File: src/rtl/note_playback_sequencer.sv
// Note/rest event player: queues duration-coded events in a small FIFO and replays
// each tone for its exact length in sample strobes at the configured tempo.
module note_playback_sequencer #(
  parameter int unsigned BPM            = 60,
  parameter int unsigned SAMPLE_RATE    = 17000,
  parameter int unsigned CLK_PER_SAMPLE = 5882,
  parameter int unsigned FIFO_DEPTH     = 8
) (
  input  logic       clk_in,
  input  logic       rst_in,
  input  logic       new_note_ready,
  input  logic [5:0] new_note_tone,
  input  logic       eighth_note,
  input  logic       quarter_note,
  input  logic       half_note,
  input  logic       whole_note,
  input  logic       eighth_rest,
  input  logic       quarter_rest,
  input  logic       half_rest,
  input  logic       whole_rest,
  output logic [5:0] note_index,
  output logic       note_index_ready,
  output logic       playing,
  output logic       fifo_full,
  output logic       overflow,
  output logic       bad_event
);

  localparam int unsigned Q_SAMP = SAMPLE_RATE * 60 / BPM;
  localparam int unsigned E_SAMP = Q_SAMP >> 1;
  localparam int unsigned H_SAMP = Q_SAMP << 1;
  localparam int unsigned W_SAMP = Q_SAMP << 2;
  localparam int unsigned RW     = $clog2(W_SAMP + 1);
  localparam int unsigned CW     = $clog2(CLK_PER_SAMPLE);
  localparam int unsigned AW     = $clog2(FIFO_DEPTH);

  typedef enum logic [1:0] {IDLE, LOAD, PLAY} state_t;

  state_t          state_q, state_d;
  logic [CW-1:0]   smp_cnt_q, smp_cnt_d;
  logic            tick;
  logic [AW:0]     wr_ptr_q, rd_ptr_q;
  logic [7:0]      mem_q [FIFO_DEPTH];
  logic [7:0]      head, wr_entry;
  logic [7:0]      ev_q, ev_d;
  logic            empty, full, pop, wr_en;
  logic [7:0]      flags;
  logic            onehot, is_rest;
  logic [1:0]      cls;
  logic [5:0]      tone_q, tone_d;
  logic [RW-1:0]   rem_q, rem_d;
  logic [5:0]      note_index_q, note_index_d;
  logic            ready_q, ready_d;
  logic            playing_q, playing_d;
  logic            overflow_q, overflow_d;
  logic            bad_q, bad_d;

  // Sample strobe generator, free-running in every state
  assign tick      = (smp_cnt_q == CW'(CLK_PER_SAMPLE - 1));
  assign smp_cnt_d = tick ? '0 : smp_cnt_q + 1'b1;

  // Event decode: exactly one duration flag is required
  assign flags   = {whole_rest, half_rest, quarter_rest, eighth_rest,
                    whole_note, half_note, quarter_note, eighth_note};
  assign onehot  = $onehot(flags);
  assign is_rest = |flags[7:4];

  always_comb begin
    cls = 2'd3;
    if (flags[0] | flags[4])      cls = 2'd0;
    else if (flags[1] | flags[5]) cls = 2'd1;
    else if (flags[2] | flags[6]) cls = 2'd2;
  end

  assign wr_entry = {(is_rest ? 6'd0 : new_note_tone), cls};

  // FIFO: pointers carry one extra wrap bit to tell full from empty
  assign empty = (wr_ptr_q == rd_ptr_q);
  assign full  = (wr_ptr_q[AW] != rd_ptr_q[AW]) &&
                 (wr_ptr_q[AW-1:0] == rd_ptr_q[AW-1:0]);
  assign head  = mem_q[rd_ptr_q[AW-1:0]];
  assign wr_en = new_note_ready & onehot & (~full | pop);

  always_ff @(posedge clk_in) begin
    if (wr_en) mem_q[wr_ptr_q[AW-1:0]] <= wr_entry;
  end

  assign overflow_d = overflow_q | (new_note_ready & onehot & full & ~pop);
  assign bad_d      = bad_q | (new_note_ready & ~onehot);

  always_ff @(posedge clk_in or posedge rst_in) begin
    if (rst_in) begin
      state_q <= IDLE;
    end else begin
      state_q <= state_d;
    end
  end

  // Next-state: the final strobe of an event pops the successor in the same cycle
  always_comb begin
    state_d = state_q;
    pop     = 1'b0;
    case (state_q)
      IDLE: begin
        if (!empty) begin
          pop     = 1'b1;
          state_d = LOAD;
        end
      end
      LOAD: state_d = PLAY;
      PLAY: begin
        if (tick && rem_q == RW'(1)) begin
          if (!empty) begin
            pop     = 1'b1;
            state_d = LOAD;
          end else begin
            state_d = IDLE;
          end
        end
      end
      default: state_d = IDLE;
    endcase
  end

  always_comb begin
    ev_d         = pop ? head : ev_q;
    tone_d       = tone_q;
    rem_d        = rem_q;
    note_index_d = note_index_q;
    playing_d    = playing_q;
    ready_d      = tick;
    if (tick) begin
      note_index_d = (state_q == PLAY) ? tone_q : '0;
      playing_d    = (state_q == PLAY);
    end
    if (state_q == LOAD) begin
      tone_d = ev_q[7:2];
      case (ev_q[1:0])
        2'd0:    rem_d = RW'(E_SAMP);
        2'd1:    rem_d = RW'(Q_SAMP);
        2'd2:    rem_d = RW'(H_SAMP);
        default: rem_d = RW'(W_SAMP);
      endcase
    end else if (state_q == PLAY && tick) begin
      rem_d = rem_q - 1'b1;
    end
  end

  always_ff @(posedge clk_in or posedge rst_in) begin
    if (rst_in) begin
      smp_cnt_q    <= '0;
      wr_ptr_q     <= '0;
      rd_ptr_q     <= '0;
      ev_q         <= '0;
      tone_q       <= '0;
      rem_q        <= '0;
      note_index_q <= '0;
      ready_q      <= 1'b0;
      playing_q    <= 1'b0;
      overflow_q   <= 1'b0;
      bad_q        <= 1'b0;
    end else begin
      smp_cnt_q    <= smp_cnt_d;
      if (wr_en) wr_ptr_q <= wr_ptr_q + 1'b1;
      if (pop)   rd_ptr_q <= rd_ptr_q + 1'b1;
      ev_q         <= ev_d;
      tone_q       <= tone_d;
      rem_q        <= rem_d;
      note_index_q <= note_index_d;
      ready_q      <= ready_d;
      playing_q    <= playing_d;
      overflow_q   <= overflow_d;
      bad_q        <= bad_d;
    end
  end

  assign note_index       = note_index_q;
  assign note_index_ready = ready_q;
  assign playing          = playing_q;
  assign fifo_full        = full;
  assign overflow         = overflow_q;
  assign bad_event        = bad_q;

endmodule

File: config.mk
export PLATFORM = sky130hd
export DESIGN_NAME = note_playback_sequencer
export DESIGN_NICKNAME = d
export VERILOG_FILES = /design/src/rtl/note_playback_sequencer.sv
export SDC_FILE = /design/constraint.sdc
export NUM_CORES = 1
export LEC_CHECK = 0
export BUFFER_PORTS_ARGS = -buffer_cell sky130_fd_sc_hd__buf_4
export CORE_MARGIN = 1.5
export CORE_UTILIZATION = 50
export DETAILED_ROUTE_END_ITERATION = 7
export HOLD_SLACK_MARGIN = 0.03
export PLACE_DENSITY = 0.76
export SETUP_SLACK_MARGIN = 0.5
export SLEW_MARGIN = 20
export SYNTH_ARGS = -nofsm -noshare
export SYNTH_HDL_FRONTEND = slang
export SYNTH_SLANG_ARGS = --single-unit
File: constraint.sdc
create_clock -name clk_in -period 4.1 [get_ports clk_in]
set_input_delay 0.82 -clock clk_in [delete_from_list [all_inputs] [get_ports clk_in]]
set_output_delay 0.82 -clock clk_in [all_outputs]
set_load 0.02 [all_outputs]
==> results of run 1 <==
## metrics by stage
stage	cells	hold WS, ns	total power [mW]	setup slack (ns)	area [um^2]
final	635	0.459	4.66	0.106	7120
after global routing	635	0.488	4.90	-0.0327	7120
after CTS	634	0.466	4.69	0.133	7090
after detailed placement	600	0.456	3.14	-0.364	6430
after global placement	600	0.439	3.09	-0.258	6430
after floorplan	433	0.454	2.85	-0.245	5980
## layer usage
metal | vias up | wire [um] | global-route usage [%]
li1 | 1670 | - | -
met1 | 1760 | 5460 | 29.2
met2 | 87 | 5870 | 33.3
met3 | 14 | 472 | 5.44
met4 | 0 | 156 | 7.34
met5 | - | 0 | 0
## cell usage in the layout (no fill, tap or decap), types with 7 or more instances in the layout
| cell | netlist | routed |
|---|---|---|
| nand2_1 | 28 | 28 |
| nand3_1 | 22 | 22 |
| mux2_2 | 13 | 13 |
| clkbuf_16 | 0 | 17 |
| nand4_1 | 7 | 7 |
| a21oi_1 | 9 | 9 |
| mux4_2 | 16 | 16 |
| edfxtp_1 | 64 | 64 |
| xnor2_1 | 14 | 14 |
| and2_1 | 7 | 7 |
| ha_1 | 14 | 13 |
| o21ai_0 | 9 | 8 |
| nor2_1 | 20 | 20 |
| buf_6 | 2 | 7 |
| nand2b_1 | 7 | 7 |
| inv_1 | 23 | 19 |
| xor2_1 | 16 | 15 |
| dfrtp_1 | 64 | 64 |
| buf_4 | 0 | 37 |
## final cells by class
cell class	count	area share (%)
inverter	24	1.39
clock inverter	13	2.32
multi-input combinational	260	32.0
sequential	128	49.5
tap	143	2.51
clock buffer	19	6.22
timing repair buffer	48	6.06
## flip-flops by register name, indices dropped and copies added, names as in the netlist
name / count
playing: 1
tone_q: 6
ev_q: 8
note_index_ready: 1
wr_ptr_q: 4
state_q: 2
smp_cnt_q: 13
overflow: 1
note_index: 6
mem_q: 64
rd_ptr_q: 4
bad_event: 1
rem_q: 17
## worst min path at each step
| stage | slack [ns] | cells after the start | end |
|---|---|---|---|
| after detailed placement | 0.46 | 1 | bad_event |
| after floorplan | 0.45 | 1 | smp_cnt_q[8] |
| final | 0.46 | 1 | bad_event |
| after global placement | 0.44 | 1 | bad_event |
| after CTS | 0.47 | 1 | bad_event |
| after global routing | 0.49 | 1 | bad_event |
## worst max-delay path, stage by stage
cell and delay [ns]:
buf_8 0.09, inv_8 0.03, fa_1 0.55, fa_1 0.44, fa_1 0.43, inv_1 0.07, ha_2 0.18, inv_2 0.04
fa_2 0.32, nor2_1 0.09, a31o_2 0.17, and4_4 0.24, nand3_4 0.13, buf_6 0.19, nor3_4 0.17, buf_12 0.15
## logic make-up (layout without fill, tap and decap cells)
family	Yosys count	count (layout)	share of synthesized area (%)
AO/OA/AOI/OAI	36	36	4.28
buffers and inverters	45	104	3.17
AND/OR/NAND/NOR	134	134	12.4
adder cells (fa/ha/maj)	18	18	4.35
multiplexers	42	42	11.4
flip-flops	128	128	60.0
XOR/XNOR	30	30	4.47
## timing repair
| action | CTS | global route |
|---|---|---|
| resized for setup | 11 | 3 |
| cloned | 1 | 0 |
| buffers inserted | 1 | 1 |
| endpoints found under the setup margin | 67 | 69 |
| pin swaps | 0 | 2 |
## synthesized netlist by cell type, types with 2 or more instances
cell type	number	share of area, %
ha_1	14	3.0
a211oi_1	2	0.26
dfrtp_1	64	27
mux2i_1	5	0.85
fa_1	4	1.4
mux4_2	16	6.1
and2_1	7	0.75
and4_1	2	0.30
o31ai_1	2	0.26
nor2_1	20	1.3
xor2_1	16	2.4
or3_1	3	0.32
mux2_1	2	0.38
a31oi_1	2	0.21
buf_2	2	0.17
nand4b_1	3	0.45
mux2_4	6	1.5
nor2b_1	4	0.43
and3_1	5	0.53
nand4_1	7	0.75
buf_1	5	0.32
o21ai_0	9	0.77
nor3_1	12	1.0
xnor2_1	14	2.1
a21oi_1	9	0.77
nand2_1	28	1.8
nand3_1	22	1.9
nand2b_1	7	0.75
clkbuf_1	12	0.77
o211ai_1	3	0.38
buf_6	2	0.38
inv_1	23	1.5
mux2_2	13	2.5
edfxtp_1	64	33
nor4_1	7	0.75
## power by group through the flow
stage / Combinational [mW] / Clock, mW / Sequential [mW]
global placement: 1.21 / 0 / 1.88
global route: 1.39 / 1.60 / 1.91
CTS: 1.28 / 1.54 / 1.87
finish: 1.27 / 1.52 / 1.88
floorplan: 1.13 / 0 / 1.72
detailed placement: 1.25 / 0 / 1.89
==> run metrics, run 1 <==
setup slack, reg-to-reg 1.23 ns; required time worst endpoint 4.22 ns; Inserted Diodes 0; first-pass GRT wire length 20.0 mm; boundary pin count 28; total nets after synthesis 468; Post-synth EDFFs between 60 and 70; Worst VDD drop 0.613 mV; worst reg2reg path depth 7; vias in the first global route 3,617; reg-to-reg endpoint mem_q[1][2]; clock network fraction of design power 32.6%; Post-Synthesis Cells around 430; register area share after synthesis about three fifths; Critical R2R Launch rem_q[4]; distinct cell type count after synthesis 52; fillers between 800 and 900; result of the run finished, final reports clean; First DRT Iteration DRCs 228; P per Cell Area 655 mW/mm^2; NetSw between 1 and 1.5 mW; initial cell density of the core 51.4%; nets 514; TritonRoute pass-1 iters 4; Max clock buf depth 2; post-DP HPWL 8.10 mm; startpoint types primary input; CTS buffer count 17; Vias/cell between 5 and 6; Crit. Startpoint eighth_note; Syn-to-layout area delta 21.3%; Leak 2.86 nW; crit path DAT 4.12 ns; hold buffer count at cts 0; CTS H-tree lvls 4; final core utilization 62.4%; initial antenna violation count 0; Synth Flop Type edfxtp_1; share of power burned in registers 40.2%; Internal 3.21 mW; PortBufs 27; clock sinks approximately 130; FFs w/ async S/R, synth 50.0%; Post-Route Setup TNS 0 ns; clock period minus worst slack about 4 ns; element type at the critical path end flip-flop; combinational share of power between 20% and 30%; RD Place Congestion 0.833; Sequential Area 0.00352 mm^2; max-slew violations 0; Hold Startpoint bad_event; worst-path fanout max 8; Worst Hold Class flip-flop to flip-flop; Final period util a little over nine tenths; multi-input logic area 0.00228 mm^2; max frequency 250 MHz; Cell Area, Synth roughly 0.006 mm^2; CTS tree done; gr ovfl total 0; DIE AREA 0.0124 mm^2; Final ANT Viol Nets 0; DR vias 3,531; Slew HR 31.9%; core footprint between 0.01 and 0.015 mm^2; largest net degree at the start of global routing 49; All-Layer GR Usage 21.2%; critical path endpoint mem_q[1][2]; unrepaired setup endpoints after global routing yes; Die W 111 um; Crit Path Category primary input to flip-flop; Fin Clk Skew a little over 0.01 ns; clock slew at reported path FFs 0.06 ns; Least-Margin Pin Slew between 1 and 1.5 ns; share of post-route cells with drive strength above 1 between 20% and 30%; Rows 39; synthesis-stage register bit count 128; Final setup viols 0; Worst-Skew Late Latency 0.41 ns; max-cap check violation count 0; final hold violations 0; YS warnings 0; root buffer cell clkbuf_16; Avg Cell Area, Syn 13.6 um^2; drc violations 0; die height 111 um; Post-Route WL 12.0 mm; Avg WL per Cell 18.8 um; Sw Share 31.1%
No activity file was read; power rests on OpenSTA's default activity.
==> run 2: changes to the inputs <==
Settings changed: BUFFER_PORTS_ARGS -buffer_cell sky130_fd_sc_hd__buf_4 to -buffer_cell sky130_fd_sc_hd__buf_2, CORE_ASPECT_RATIO set to 1.25.
==> run 2 against run 1 <==
  * Count of clock-buffer cells in the layout grew 8
  * Critical path depth increased by 1
  * Via count grew 1.7%
  * Hold slack got worse by 0.0072 ns
  * Clock power decreased by 8%
  * Non-clock buffer count unchanged
  * Flip-flop and latch count unchanged
  * Largest cell class unchanged
  * Largest power group unchanged
==> run metrics, run 2 (same netlist as run 1, synthesis figures left out) <==
DIE AREA 0.0124 mm^2 (about the same); Total Power 4.54 mW (was 4.66 mW); number of flip-flops in the largest register 64 (unchanged); Internal 3.14 mW (was 3.21 mW); Worst Hold Class flip-flop to flip-flop (unchanged); required time worst endpoint 4.39 ns (was 4.22 ns); Crit path largest cell delay 0.55 ns (about the same); Post-DP Area 0.00633 mm^2 (was 0.00643 mm^2); clock slew at reported path FFs 0.05 ns (was 0.06 ns); All-Layer GR Usage 20.6% (was 21.2%); core footprint 0.0116 mm^2 (was 0.0114 mm^2); Worst Hold End bad_event (unchanged); max frequency 252 MHz (was 250 MHz); vias in the first global route 3,714 (was 3,617); TritonRoute pass-1 iters 4 (unchanged); Critical-path top delay cell fa_1 (unchanged); Most common cell on crit path fa_1 (unchanged); die height 124 um (was 111 um); largest net degree at the start of global routing 45 (was 49); PortBufs 27 (unchanged); Syn-to-layout area delta 19.2% (was 21.3%); Vias/cell 5.70 (was 5.56); share of power burned in registers 41.8% (was 40.2%); Final setup viols 0 (unchanged); Slew HR 31.8% (was 31.9%); crit path DAT 4.25 ns (was 4.12 ns); Worst-Skew Late Latency 0.41 ns (about the same); clock sinks 128 (unchanged); Sw Share 30.7% (was 31.1%); max-slew violations 0 (unchanged); Die W 100 um (was 111 um); boundary pin count 28 (unchanged); worst reg2reg path depth 8 (was 7); initial cell density of the core 50.8% (was 51.4%); DR vias 3,590 (was 3,531); Design Area, Final 0.00700 mm^2 (was 0.00712 mm^2); share of post-route cells with drive strength above 1 27.2% (was 28.3%); Fin Clk Skew 0.00901 ns (was 0.0101 ns); gr ovfl total 0 (unchanged); Post-Route WL 11.4 mm (was 12.0 mm); Avg WL per Cell 18.1 um (was 18.8 um); Crit Path Category primary input to flip-flop (unchanged); worst hold margin 0.452 ns (was 0.459 ns); Final period util 96.7% (was 97.4%); Worst VDD drop 0.300 mV (was 0.613 mV); reg-to-reg endpoint wr_ptr_q[1] (was mem_q[1][2]); First DRT Iteration DRCs 157 (was 228); startpoint types primary input (unchanged); Least-Margin Pin Slew 1.02 ns (about the same); critical path cell sequence buf_8 > inv_8 > fa_1 > fa_1 > fa_1 > inv_1 > ha_2 > inv_2 > fa_2 > nor2_1 > a31o_2 > and4_4 > nand3_4 > buf_4 > buf_6 > buf_6 > mux2_4 (was buf_8 > inv_8 > fa_1 > fa_1 > fa_1 > inv_1 > ha_2 > inv_2 > fa_2 > nor2_1 > a31o_2 > and4_4 > nand3_4 > buf_6 > nor3_4 > buf_12); unrepaired setup endpoints after global routing yes (unchanged); worst-path fanout max 4 (was 8); CTS H-tree lvls 4 (unchanged); Hold Startpoint bad_event (unchanged); Inserted Diodes 0 (unchanged); final hold violations 0 (unchanged); setup slack, reg-to-reg 1.21 ns (was 1.23 ns); Critical R2R Launch rem_q[4] (unchanged); clock period minus worst slack 3.96 ns (was 3.99 ns); cell depth of the worst hold path 1 (unchanged); clock network fraction of design power 30.9% (was 32.6%); Max clock buf depth 2 (unchanged); post-DP HPWL 7.96 mm (was 8.10 mm); max-cap check violation count 0 (unchanged); CTS buffer count 17 (unchanged); CTS tree done (unchanged); result of the run finished, final reports clean (unchanged); element type at the critical path end flip-flop (unchanged); initial antenna violation count 0 (unchanged); drc violations 0 (unchanged); Leak 2.83 nW (was 2.86 nW); most frequent cells in the layout dfrtp_1 (64), edfxtp_1 (64), nand2_1 (28) (was dfrtp_1 (64), edfxtp_1 (64), buf_4 (37)); Rows 44 (was 39); P per Cell Area 648 mW/mm^2 (was 655 mW/mm^2); Final ANT Viol Nets 0 (unchanged); NetSw 1.39 mW (was 1.45 mW); first-pass GRT wire length 19.0 mm (was 20.0 mm); RD Place Congestion 0.828 (was 0.833); combinational share of power 27.3% (was 27.2%); root buffer cell clkbuf_16 (unchanged); fillers 863 (was 858); nets 514 (unchanged)
==> run 2: layer usage <==
metal / routed length (um) / up-vias / global-route usage [%]
met1: 4680 / 1818 / 24.9
met3: 434 / 18 / 4.94
li1: - / 1667 / -
met5: 0 / - / 0
met2: 6140 / 87 / 35.9
met4: 172 / 0 / 8.01
==> run 2: layout make-up <==
cell class | instances | area, um^2 | area share [%]
Clock buffer | 27 | 504 | 7.20
Clock inverter | 5 | 55.1 | 0.786
Inverter | 24 | 97.6 | 1.39
Multi-Input combinational cell | 260 | 2290 | 32.7
Sequential cell | 128 | 3520 | 50.3
Tap cell | 138 | 173 | 2.47
Timing Repair Buffer | 48 | 360 | 5.15
==> run 2: worst max path at each step <==
stage | from | end | slack, ns | cells past startpoint
after floorplan | eighth_note | mem_q[0][0] | -0.24 | 13
after global placement | eighth_note | mem_q[1][6] | -0.29 | 16
after detailed placement | eighth_note | mem_q[1][2] | -0.39 | 16
after CTS | eighth_note | mem_q[1][0] | 0.13 | 16
after global routing | eighth_note | mem_q[0][0] | 0.02 | 16
final | eighth_note | wr_ptr_q[1] | 0.14 | 17
==> run 2: repair_timing <==
item / 4_1_cts / 5_1_grt
hold endpoints to repair: 0 / 0
buffers inserted: 2 / 2
pin swaps: 2 / 3
hold buffers: 0 / 0
gates cloned: 1 / 0
resized for setup: 15 / 4
setup endpoints to repair: 68 / 68
==> run 2: critical path: cells and delay by family <==
kind | cells | cell delay (ns)
buf+inv | 7 | 0.61
compound gates | 1 | 0.17
fa+ha+maj | 5 | 1.92
mux | 1 | 0.29
simple gates | 3 | 0.43
==> run 2: power groups by stage <==
stage,clock network (mW),registers (mW),logic [mW]
after floorplan,0,1.72,1.13
after global placement,0,1.90,1.17
after detailed placement,0,1.91,1.20
after CTS,1.42,1.89,1.24
after global routing,1.48,1.94,1.37
final,1.40,1.90,1.24
==> run 2: stage by stage <==
step	utilization (%)	setup slack [ns]	cells	setup TNS [ns]
global placement	54.8	-0.292	593	-16.47
finish	60.6	0.136	630	0
CTS	60.3	0.128	628	0
floorplan	-	-0.245	433	-5.14
detailed placement	54.8	-0.385	593	-22.90
global route	60.6	0.0237	630	0
==> run 3: changes to the inputs <==
==> constraint.sdc (replaced) <==
create_clock -name clk_in -period 4.1 [get_ports clk_in]
set_input_delay 0.615 -clock clk_in [delete_from_list [all_inputs] [get_ports clk_in]]
set_output_delay 0.615 -clock clk_in [all_outputs]
set_load 0.02 [all_outputs]
==> run 3 against run 2 <==
  * Global-route usage up 0.077 points
  * Sequential share of layout area down 0.13 points
  * Total power up 1.6%
  * Non-clock buffer count down 1
  * Utilization up 0.16 points
  * Wire length up 0.38%
  * Clock power up 6%
  * First-iteration DRC count up 14%
  * Final cell count down 0.16%
  * Via count down 2.4%
  * Sequential power about the same
  * Largest cell class unchanged
==> run metrics, run 3 (same netlist as run 1, synthesis figures left out) <==
clock slew at reported path FFs 0.06 ns (was 0.05 ns); Crit Path Category primary input to flip-flop (unchanged); Syn-to-layout area delta 19.5% (was 19.2%); final non-filler cell total 629 (was 630); clock period minus worst slack 3.80 ns (was 3.96 ns); DIE AREA 0.0124 mm^2 (unchanged); Total Power 4.61 mW (was 4.54 mW); initial cell density of the core 50.8% (unchanged); combinational share of power 26.8% (was 27.3%); final hold violations 0 (unchanged); hold buffer count at cts 0 (unchanged); reg-to-reg endpoint mem_q[5][1] (was wr_ptr_q[1]); core footprint 0.0116 mm^2 (unchanged); share of post-route cells with drive strength above 1 28.3% (was 27.2%); CTS tree done (unchanged); setup slack, reg-to-reg 1.24 ns (was 1.21 ns); Max clock buf depth 2 (unchanged); Cells after DPL 593 (unchanged); gr ovfl total 0 (unchanged); clock network fraction of design power 32.1% (was 30.9%); Inserted Diodes 0 (unchanged); Vias/cell 5.57 (was 5.70); dpl ws -0.210 ns (was -0.385 ns); root buffer cell clkbuf_16 (unchanged); drc violations 0 (unchanged); Slew HR 31.2% (was 31.8%); number of flip-flops in the largest register 64 (unchanged); vias in the first global route 3,684 (was 3,714); Final period util 92.6% (was 96.7%); Worst VDD drop 0.269 mV (was 0.300 mV); Worst-Skew Late Latency 0.42 ns (was 0.41 ns); largest net degree at the start of global routing 40 (was 45); Post-Route WL 11.5 mm (was 11.4 mm); result of the run finished, final reports clean (unchanged); boundary pin count 28 (unchanged); Avg WL per Cell 18.2 um (was 18.1 um); CTS buffer count 17 (unchanged); final worst slack 0.302 ns (was 0.136 ns); worst hold margin 0.367 ns (was 0.452 ns); Fin Clk Skew 0.00914 ns (was 0.00901 ns); Critical R2R Launch rem_q[4] (unchanged); first-pass GRT wire length 19.0 mm (about the same); startpoint types primary input (unchanged); max-cap check violation count 0 (unchanged); Final setup viols 0 (unchanged); Least-Margin Pin Slew 1.03 ns (was 1.02 ns); max frequency 263 MHz (was 252 MHz); Sw Share 32.0% (was 30.7%); RD Place Congestion 0.836 (was 0.828); nets 513 (was 514); clock sinks 128 (unchanged); TritonRoute pass-1 iters 4 (unchanged); required time worst endpoint 4.23 ns (was 4.39 ns); most frequent cells in the layout dfrtp_1 (64), edfxtp_1 (64), nand2_1 (28) (unchanged); First DRT Iteration DRCs 179 (was 157); Final ANT Viol Nets 0 (unchanged); initial antenna violation count 0 (unchanged); Crit. Startpoint eighth_note (unchanged); max-slew violations 0 (unchanged); Rows 44 (unchanged); die height 124 um (unchanged); worst reg2reg path depth 7 (was 8); Die W 100 um (unchanged); Internal 3.13 mW (was 3.14 mW); P per Cell Area 656 mW/mm^2 (was 648 mW/mm^2); post-DP HPWL 8.08 mm (was 7.96 mm); crit path DAT 3.93 ns (was 4.25 ns); Leak 2.82 nW (was 2.83 nW); PortBufs 27 (unchanged); CTS H-tree lvls 4 (unchanged); worst-path fanout max 8 (was 4); All-Layer GR Usage 20.7% (was 20.6%); DR vias 3,504 (was 3,590); NetSw 1.47 mW (was 1.39 mW); Worst Hold Class primary input to asynchronous set/reset pin (was flip-flop to flip-flop); element type at the critical path end flip-flop (unchanged); share of power burned in registers 41.1% (was 41.8%); unrepaired setup endpoints after global routing yes (unchanged)
## run 3: layer usage
layer	global-route usage (%)	routed length (um)
met1	24.6	4730
met2	35.5	6070
met3	5.05	389
met4	9.86	278
met5	0	0
## run 3: worst max path at each step
stage	endpoint	slack, ns	depth (start not counted)
finish	mem_q[5][1]	0.30	16
global route	mem_q[5][1]	0.23	16
CTS	mem_q[5][1]	0.32	16
detailed placement	mem_q[5][2]	-0.21	16
global placement	mem_q[1][6]	-0.09	16
floorplan	mem_q[0][0]	-0.04	13
## run 3: per-stage QoR
| step | instance area (um^2) | setup TNS [ns] | util [%] |
|---|---|---|---|
| final | 7020 | 0 | 60.7 |
| after global routing | 7020 | 0 | 60.7 |
| after CTS | 7000 | 0 | 60.6 |
| after detailed placement | 6350 | -10.90 | 54.9 |
| after global placement | 6350 | -3.97 | 54.9 |
| after floorplan | 5980 | -0.327 | - |
## run 3: cell type report
class / count / area (um^2)
Clock buffer: 17 / 425
Clock inverter: 15 / 160
Fill cell: 874 / 4540
Inverter: 24 / 97.6
Multi-Input combinational cell: 260 / 2280
Sequential cell: 128 / 3520
Tap cell: 138 / 173
Timing Repair Buffer: 47 / 360
## run 3: power groups by stage
stage / logic, mW / clock network, mW / registers (mW)
final: 1.23 / 1.48 / 1.90
after global routing: 1.36 / 1.55 / 1.94
after CTS: 1.24 / 1.50 / 1.90
after detailed placement: 1.22 / 0 / 1.92
after global placement: 1.17 / 0 / 1.90
after floorplan: 1.13 / 0 / 1.72
## run 3: worst max-delay path, stage by stage
cell and delay (ns):
buf_8 0.09, inv_8 0.03, fa_1 0.54, fa_1 0.43, fa_1 0.45, inv_1 0.08
ha_2 0.18, inv_2 0.04, fa_2 0.34, nor2_2 0.10, a31o_2 0.17, and4_4 0.23
nand3_4 0.11, buf_8 0.19, nor3_4 0.17, buf_6 0.16
## run 3: timing repair
action                                 CTS  global route
resized for setup                       11             4
endpoints found under the hold margin    0             0
setup endpoints to repair               66            66
setup buffers                            3             1
pin swaps                                3             0
